## src/rtl/divider_unit.sv

```systemverilog
// 32-bit restoring divider for DIV/DIVU/REM/REMU: one quotient bit per cycle, with bypass of
// divide-by-zero and signed overflow. Optional DIVIDER_EARLY_OUT_EN skips CALC when |a| < |b|.
module divider_unit (
  input  logic        clock,
  input  logic        reset,
  input  logic        start,
  input  logic [4:0]  alu_function,
  input  logic [31:0] operand_a,
  input  logic [31:0] operand_b,
  output logic        busy,
  output logic        valid,
  output logic [31:0] result
);

  localparam logic [4:0] ALU_DIV  = 5'd16;
  localparam logic [4:0] ALU_DIVU = 5'd17;
  localparam logic [4:0] ALU_REM  = 5'd18;
  localparam logic [4:0] ALU_REMU = 5'd19;

  typedef enum logic [1:0] {IDLE = 2'd0, CALC = 2'd1, DONE = 2'd2} state_t;

  state_t      state, next_state;
  logic [4:0]  op_q;
  logic [31:0] quot_q;     // dividend magnitude shifting out, quotient bits shifting in
  logic [31:0] div_q;
  logic [31:0] rem_q;
  logic [5:0]  count_q;
  logic        quot_neg_q, rem_neg_q;

  logic        is_div_op, is_signed_in, is_quot_in, a_neg_in, b_neg_in;
  logic [31:0] a_mag_in, b_mag_in;
  logic        div_zero, sign_ovf, early_out, bypass, accept;
  logic [31:0] bypass_result;

  logic [32:0] shifted, diff;
  logic        q_bit, last_iter, is_quot_op;
  logic [31:0] iter_quot, iter_rem, calc_result;

  // NOTE: every combinational output gets a default first so no path can infer a latch.
  always_comb begin
    is_div_op    = (alu_function inside {ALU_DIV, ALU_DIVU, ALU_REM, ALU_REMU});
    is_signed_in = (alu_function == ALU_DIV) || (alu_function == ALU_REM);
    is_quot_in   = (alu_function == ALU_DIV) || (alu_function == ALU_DIVU);
    a_neg_in     = is_signed_in && operand_a[31];
    b_neg_in     = is_signed_in && operand_b[31];
    a_mag_in     = a_neg_in ? -operand_a : operand_a;
    b_mag_in     = b_neg_in ? -operand_b : operand_b;
    div_zero     = (operand_b == 32'd0);
    sign_ovf     = is_signed_in && (operand_a == 32'h8000_0000) && (operand_b == 32'hFFFF_FFFF);
`ifdef DIVIDER_EARLY_OUT_EN
    early_out    = !div_zero && (a_mag_in < b_mag_in);
`else
    early_out    = 1'b0;
`endif
    bypass       = div_zero || sign_ovf || early_out;
    accept       = (state == IDLE) && start && is_div_op;

    bypass_result = operand_a;
    if (div_zero)      bypass_result = is_quot_in ? 32'hFFFF_FFFF : operand_a;
    else if (sign_ovf) bypass_result = is_quot_in ? 32'h8000_0000 : 32'd0;
    else               bypass_result = is_quot_in ? 32'd0 : operand_a;
  end

  // One restoring step: subtract if the shifted partial remainder covers the divisor.
  always_comb begin
    shifted     = {rem_q, quot_q[31]};
    diff        = shifted - {1'b0, div_q};
    q_bit       = !diff[32];
    iter_rem    = q_bit ? diff[31:0] : shifted[31:0];
    iter_quot   = {quot_q[30:0], q_bit};
    last_iter   = (count_q == 6'd31);
    is_quot_op  = (op_q == ALU_DIV) || (op_q == ALU_DIVU);
    calc_result = is_quot_op ? (quot_neg_q ? -iter_quot : iter_quot)
                             : (rem_neg_q  ? -iter_rem  : iter_rem);
  end

  always_comb begin
    next_state = state;
    unique case (state)
      IDLE:    if (accept) next_state = bypass ? DONE : CALC;
      CALC:    if (last_iter) next_state = DONE;
      DONE:    next_state = IDLE;
      default: next_state = IDLE;
    endcase
  end

  // NOTE: sequential state uses non-blocking assignments so all flops update from pre-edge values.
  always_ff @(posedge clock) begin
    if (reset) state <= IDLE;
    else       state <= next_state;
  end

  always_ff @(posedge clock) begin
    if (reset) begin
      op_q       <= 5'd0;
      quot_q     <= 32'd0;
      div_q      <= 32'd0;
      rem_q      <= 32'd0;
      count_q    <= 6'd0;
      quot_neg_q <= 1'b0;
      rem_neg_q  <= 1'b0;
      result     <= 32'd0;
    end else begin
      unique case (state)
        IDLE: if (accept) begin
          op_q       <= alu_function;
          quot_q     <= a_mag_in;
          div_q      <= b_mag_in;
          rem_q      <= 32'd0;
          count_q    <= 6'd0;
          quot_neg_q <= a_neg_in ^ b_neg_in;
          rem_neg_q  <= a_neg_in;
          if (bypass) result <= bypass_result;
        end
        CALC: begin
          quot_q  <= iter_quot;
          rem_q   <= iter_rem;
          count_q <= count_q + 6'd1;
          if (last_iter) result <= calc_result;
        end
        default: ;
      endcase
    end
  end

  assign busy  = (state != IDLE);
  assign valid = (state == DONE);

endmodule

```

## config.mk

```make
export PLATFORM = sky130hd
export DESIGN_NAME = divider_unit
export DESIGN_NICKNAME = d
export VERILOG_FILES = /design/src/rtl/divider_unit.sv
export SDC_FILE = /design/constraint.sdc
export NUM_CORES = 1
export LEC_CHECK = 0
export ABC_AREA = 1
export BUFFER_PORTS_ARGS = -buffer_cell sky130_fd_sc_hd__buf_2
export CAP_MARGIN = 0
export CORE_MARGIN = 3
export CORE_UTILIZATION = 65
export CTS_CLUSTER_DIAMETER = 50
export DETAILED_ROUTE_END_ITERATION = 6
export PLACE_DENSITY = 0.95
export SYNTH_ARGS = -nofsm -noshare
export SYNTH_HDL_FRONTEND = slang
export SYNTH_SLANG_ARGS = --single-unit
```

## constraint.sdc

```tcl
create_clock -name clock -period 11 [get_ports clock]
set_input_delay 0.55 -clock clock [delete_from_list [all_inputs] [get_ports clock]]
set_output_delay 0.55 -clock clock [all_outputs]
set_load 0.02 [all_outputs]
```

==> summary.md, run 1 <==
| Metric | Value |
|---|---|
| Reg-to-reg setup timing slack | between 6 and 7 ns |
| Sequential cell area in the final layout | about 0.0028 mm^2 |
| Clock Tree Buf Depth | 2 |
| Type of origin of the critical path | register |
| Netlist area before placement | around 0.013 mm^2 |
| Die boundary height | ~150 um |
| Setup crit end kind | register |
| DRT iter0 DRCs | between 2000 and 2500 |
| Initial Utilization | 0.669 |
| Synthesis-to-finish area growth | 8.86% |
| Setup repair after global routing missed its margin | false |
| Post-layout util | 0.728 |
| Grt total ovfl | 0 |
| Maximum level of the CTS H-tree | 4 |
| Max capacitance violation total | 0 |
| Sequential-to-total area share from yosys stat | 0.224 |
| Setup violations, final | 0 |
| Ys async rst share | 0 |
| Cell repeated most along the worst path | sky130_fd_sc_hd__nand2_1 |
| Synthesized netlist net count | roughly 2300 |
| Post-CTS resize count | 0 |
| Pin slew with the least headroom to its limit | about 1.1 ns |
| Vias in the first global route | around 13000 |
| Reg-to-Reg End | result[28] |
| Number of placement rows | 50 |
| Avg Synthesized Cell Area | around 5.8 um^2 |
| Predominant post-synthesis flop cell | sky130_fd_sc_hd__dfxtp_1 |
| Min Hold Slack | 0.428 ns |
| Synthesized netlist cell count | between 2000 and 2500 |
| Total number of yosys warnings | 0 |
| Die area | around 0.021 mm^2 |
| Crit path from | quot_q[31] |
| Detailed-placement wirelength estimate | about 32000 um |
| Clock skew after layout | 0.00906 ns |
| Hold Path End | op_q[1] |
| Worst-Skew Late Latency | 0.44 ns |
| Wire length per cell | 17.3 um |
| Clock slew at reported path FFs | roughly 0.060 ns |
| Tcrit/Tclk final | 0.436 |
| Library cell used as clock root buffer | sky130_fd_sc_hd__clkbuf_16 |
| Standard cell core area | approximately 0.019 mm^2 |
| Critical-path top delay cell | sky130_fd_sc_hd__fa_1 |
| Cell types with the largest area share after synthesis | sky130_fd_sc_hd__dfxtp_1 22%, sky130_fd_sc_hd__nand2_1 20%, sky130_fd_sc_hd__inv_1 7.6% |
| Status | complete, but fails checks |
| Largest net degree at the start of global routing | slightly below 100 |
| Antenna violations before repair | 0 |
| Global routing usage on met1 | 0.541 |
| DRC violation count after routing | 25 |
| Slew Limit Fails | 0 |
| Synth unique cells | 55 |
| First-pass detailed-route iteration total | 7 |
| Fmax achieved | about 0.21 GHz |
| Multi-input gate area in the final layout | about 0.0084 mm^2 |
| Cell types with the highest counts after synthesis | 667 x sky130_fd_sc_hd__nand2_1, 258 x sky130_fd_sc_hd__inv_1, 196 x sky130_fd_sc_hd__nor2_1 |
| Final weighted congestion in routability-driven placement | 1.01 |
| Wire length of the first global-routing pass | a little under 70000 um |
| Number of hold violations in the final report | 0 |
| Worst Setup Path Type | register to register |
| Final ANT Viol Nets | 0 |
| Path type of the worst min-delay path | input pin to register |
| Final wirelength | around 43000 um |
| Clock tree from TritonCTS | built |
| Number of synthesized flops with an enable pin | 0 |
| Net count, final | ~2300 |
| Worst EP required | 11.28 ns |
| Fraction of post-synthesis cell area in the top cell type by area | 0.224 |
| Average via count per standard cell | around 6.0 |
| Vias after detailed routing | 15000 |
| Maximum cell stage delay along the critical path | 0.41 ns |
| R2R Path Start | quot_q[31] |
| Data arrival time at the worst-slack endpoint | ~5.1 ns |
| Count of state elements after synthesis | approximately 140 |
| Number of sinks handled by clock tree synthesis | roughly 140 |
| Most congested layer reported by global routing | met2 |
| Post-CTS Repair Setup Buffers | 0 |
| Cell accounting for the most synthesized area | sky130_fd_sc_hd__dfxtp_1 |
| Port Buf Inserts | 105 |
| IO Pins | between 100 and 150 |
| GR met2 Demand/Resource | 0.599 |
| Violated checks | design-rule violations |
| Filler Cells Inserted | 1634 |
| Overall routing resource usage | 0.394 |
| Most frequent cell after synthesis | sky130_fd_sc_hd__nand2_1 |
| Slew HR | 0.243 |
| Cell depth of the worst hold path | 3 |
| Die X | around 150 um |
| Met3 demand-to-capacity share in global routing | 0.100 |
| Total Negative Setup Slacks | 0 ns |
| Period minus WS final | ~4.8 ns |
| Maximum fanout along the worst path | 36 |
| Hold path startpoint | alu_function[1] |
| Post-cts hold buffer count | 0 |
| Layout cell share with drive strength beyond 1 | 0.105 |
| Number of buffers inserted during clock tree synthesis | 17 |
| R2R depth | 30 |
placed cells by master (no fill, tap or decap), drive strengths merged, types with 2 or more instances in the layout:
cell type	instances
nand2	703
inv	267
nor2	208
a21oi	188
nand3	159
dfxtp	142
o21ai	140
buf	119
xor2	43
a31oi	40
ha	38
nor3	33
nand4	27
clkbuf	19
xnor2	17
o211ai	16
nand3b	15
nor4	12
or2	12
clkinv	7
o21bai	6
o31ai	5
a21o	3
a221oi	3
o22ai	3
clkinvlp	3
and2	3
nor3b	2
o221ai	2
bufinv	2
layer usage:
layer | up-vias | routed length [um]
met5 | - | 0
met4 | 0 | 1740
met3 | 162 | 6060
met2 | 988 | 18200
met1 | 6684 | 17300
li1 | 7199 | -
how the worst max path moves through the flow:
stage,depth (start not counted),end
floorplan,33,result[30]
global placement,32,result[30]
detailed placement,30,result[28]
CTS,30,result[28]
global route,32,result[30]
finish,30,result[28]
worst max-delay path, delay by kind of cell, from the launching register on:
kind	cells	cell delay, ns
AOI/OAI and AO/OA	4	0.51
xor gates and xnor gates	1	0.15
adders and majority gates	3	0.80
buffers and inverters	5	0.37
DFF	1	0.31
and+or+nand+nor	17	2.50
sequential cells by signal, summed over array words and instances (netlist names):
| register | cells |
|---|---|
| rem_neg_q | 1 |
| count_q | 6 |
| div_q | 32 |
| rem_q | 32 |
| quot_neg_q | 1 |
| op_q | 4 |
| state | 2 |
| result | 32 |
| quot_q | 32 |
layout make-up:
type,instances,area share
Timing Repair Buffer,119,0.0459
Inverter,267,0.0726
Multi-Input combinational cell,1687,0.611
Clock buffer,19,0.0314
Sequential cell,142,0.206
Antenna cell,1,0.000181
Tap cell,260,0.0236
Clock inverter,12,0.00988
logic make-up after synthesis:
| family | count (synthesis) | synth area share |
|---|---|---|
| buffers and inverters | 357 | 0.112 |
| xor gates and xnor gates | 60 | 0.0414 |
| AOI/OAI and AO/OA | 411 | 0.179 |
| muxes | 1 | 0.000888 |
| adders and majority gates | 39 | 0.0391 |
| DFF | 142 | 0.224 |
| and+or+nand+nor | 1176 | 0.404 |
metrics by stage:
stage,cells,setup slack (ns),instance area (um^2)
final,2507,6.21,13800
after CTS,2506,6.33,13800
after detailed placement,2475,6.38,13200
after global placement,2475,6.46,13200
after global routing,2506,5.68,13800
after floorplan,2186,7.20,12700
Power of run 1 is left out: the tool's default activity adds up to more than one toggle a clock period on the data nets, which glitch-free logic cannot reach.
==> inputs of run 2 (changes only) <==
--- a/config.mk
+++ b/config.mk
@@ -9,10 +9,10 @@
 export BUFFER_PORTS_ARGS = -buffer_cell sky130_fd_sc_hd__buf_2
 export CAP_MARGIN = 0
 export CORE_MARGIN = 3
-export CORE_UTILIZATION = 65
+export CORE_UTILIZATION = 56
 export CTS_CLUSTER_DIAMETER = 50
 export DETAILED_ROUTE_END_ITERATION = 6
-export PLACE_DENSITY = 0.95
+export PLACE_DENSITY = 0.89
 export SYNTH_ARGS = -nofsm -noshare
 export SYNTH_HDL_FRONTEND = slang
 export SYNTH_SLANG_ARGS = --single-unit
==> constraint.sdc (replaced) <==
create_clock -name clock -period 4.1 [get_ports clock]
set_input_delay 0.205 -clock clock [delete_from_list [all_inputs] [get_ports clock]]
set_output_delay 0.205 -clock clock [all_outputs]
set_load 0.02 [all_outputs]
==> summary.md, run 2 (synthesized netlist as in run 1, its figures left out) <==
| Metric | Value |
|---|---|
| Average via count per standard cell | 6.01 (+0.22%) |
| Vias after detailed routing | 15300 (+1.9%) |
| Total Negative Setup Slacks | 0 ns (unchanged) |
| Number of hold violations in the final report | 0 (unchanged) |
| IO Pins | 106 (unchanged) |
| Standard cell core area | 0.0220 mm^2 (+16%) |
| Die X | 156 um (+7.4%) |
| ANT cells | 0 (-1) |
| Cell repeated most along the worst path | sky130_fd_sc_hd__nand2_1 |
| Hold Path End | op_q[1] |
| Commonest non-fill, non-tap cell in the layout | sky130_fd_sc_hd__nand2_1 |
| Vias in the first global route | 13700 (+2.6%) |
| Data arrival time at the worst-slack endpoint | 4.39 ns (-0.68 ns) |
| Initial Utilization | 0.576 (-0.0932) |
| Worst-Skew Late Latency | 0.44 ns (about the same) |
| Die boundary height | 156 um (+7.4%) |
| Wire length of the first global-routing pass | 70400 um (+3.5%) |
| Antenna violations before repair | 3 (+3) |
| Placed Area | 0.0134 mm^2 (+1.1%) |
| Wire length per cell | 17.8 um (+2.7%) |
| Overall routing resource usage | 0.358 (-0.0362) |
| Net count, final | 2368 (+0.98%) |
| Period minus WS final | 4.02 ns (-0.768 ns) |
| Die area | 0.0245 mm^2 (+15%) |
| Tcrit/Tclk final | 0.982 (+0.546) |
| Port Buf Inserts | 105 (unchanged) |
| Critical path buffer and inverter count | 3 (-2) |
| Filler Cells Inserted | 2031 (+24%) |
| Hold path startpoint | alu_function[1] |
| Status | completed |
| Setup repair after global routing missed its margin | true |
| Dominant delay contributor by cell family on the critical path | simple AND/OR/NAND/NOR gates |
| Setup violations, final | 0 (unchanged) |
| Number of buffers inserted during clock tree synthesis | 17 (unchanged) |
| Worst Setup Path Type | register to register |
| Path type of the worst min-delay path | input pin to register |
| Max capacitance violation total | 0 (unchanged) |
| Cell depth of the worst hold path | 3 (unchanged) |
| Worst EP required | 4.46 ns (-6.82 ns) |
| Clock tree from TritonCTS | built |
| Layout cell share with drive strength beyond 1 | 0.133 (+0.0276) |
| Post-cts hold buffer count | 0 (unchanged) |
| Slew HR | 0.240 (-0.00288) |
| Fmax achieved | 0.248 GHz (+19%) |
| Clock Tree Buf Depth | 2 (unchanged) |
| Maximum fanout along the worst path | 5 (-86%) |
| Top library cells by usage in the layout, fill and taps aside | 658 x sky130_fd_sc_hd__nand2_1, 254 x sky130_fd_sc_hd__inv_1, 191 x sky130_fd_sc_hd__nor2_1 |
| Reg-to-Reg End | result[30] |
| Maximum cell stage delay along the critical path | 0.38 ns (-0.03 ns) |
| R2R Path Start | div_q[23] |
| Library cell used as clock root buffer | sky130_fd_sc_hd__clkbuf_16 |
| Grt total ovfl | 0 (unchanged) |
| Maximum level of the CTS H-tree | 4 (unchanged) |
| Final weighted congestion in routability-driven placement | 1.04 (+2.7%) |
| Detailed-placement wirelength estimate | 33100 um (+2.4%) |
| Slew Limit Fails | 0 (unchanged) |
| Post-Layout Inst Area | 0.0143 mm^2 (+3.9%) |
| Final wirelength | 45200 um (+4.3%) |
| Setup crit end kind | register |
| Reg-to-reg setup timing slack | 0.08 ns (-6.13 ns) |
| Clock slew at reported path FFs | 0.07 ns (about the same) |
| Crit path from | div_q[23] |
| Type of origin of the critical path | register |
| Pin slew with the least headroom to its limit | 1.14 ns (+0.00431 ns) |
| Number of sinks handled by clock tree synthesis | 142 (unchanged) |
| Number of placement rows | 54 (+8.0%) |
| R2R depth | 29 (-3.3%) |
| DRC violation count after routing | 0 (-100%) |
| Critical-path top delay cell | sky130_fd_sc_hd__dfxtp_1 |
| Synthesis-to-finish area growth | 13.1% |
| Clock skew after layout | 0.0156 ns (+0.00658 ns) |
| DRT iter0 DRCs | 2286 (+2.7%) |
| First-pass detailed-route iteration total | 6 (-1) |
| Largest net degree at the start of global routing | 87 (-12%) |
| Final ANT Viol Nets | 0 (unchanged) |
run 2: routing by layer:
layer / up-vias / GRT usage / part of all wire
met5: - / 0 / 0.00029
met4: 2 / 0.158 / 0.048
met3: 179 / 0.0678 / 0.12
met2: 1055 / 0.543 / 0.43
met1: 6843 / 0.495 / 0.40
li1: 7234 / - / -
run 2: final cells by class:
class	instances	area, um^2	share of cell area
clock buffers	17	425	0.0297
well taps	280	350	0.0244
multi-input cells	1687	8670	0.604
clock inverters	13	215	0.0150
repair buffers	142	831	0.0579
flip-flops and latches	142	2850	0.198
inverters	267	1010	0.0702
run 2: tightest hold or removal path: stages:
cell and delay (ns):
sky130_fd_sc_hd__buf_2 0.07, sky130_fd_sc_hd__inv_1 0.05, sky130_fd_sc_hd__a21oi_1 0.11
run 2: stage by stage:
step	cells	hold WS (ns)	worst slack, ns	util
floorplan	2186	0.359	0.302	-
detailed placement	2510	0.445	-0.00461	0.608
global placement	2510	0.442	0.218	0.608
CTS	2540	0.0392	0.0947	0.637
global route	2548	0.0869	-0.122	0.651
finish	2548	0.0365	0.0754	0.651
run 2: repair_timing:
action / in CTS / in global routing
setup buffers: 0 / 8
pin swaps: 0 / 18
hold endpoints to repair: 0 / 0
gates resized for setup: 1 / 54
setup endpoints to repair: 2 / 18
run 2: worst max path at each step:
| stage | to | slack, ns | cells past startpoint |
|---|---|---|---|
| final | result[30] | 0.08 | 29 |
| after floorplan | result[30] | 0.30 | 33 |
| after CTS | result[28] | 0.09 | 30 |
| after detailed placement | result[30] | -0.005 | 32 |
| after global routing | result[30] | -0.12 | 32 |
| after global placement | result[30] | 0.22 | 32 |
Power of run 2 is left out for the same reason.
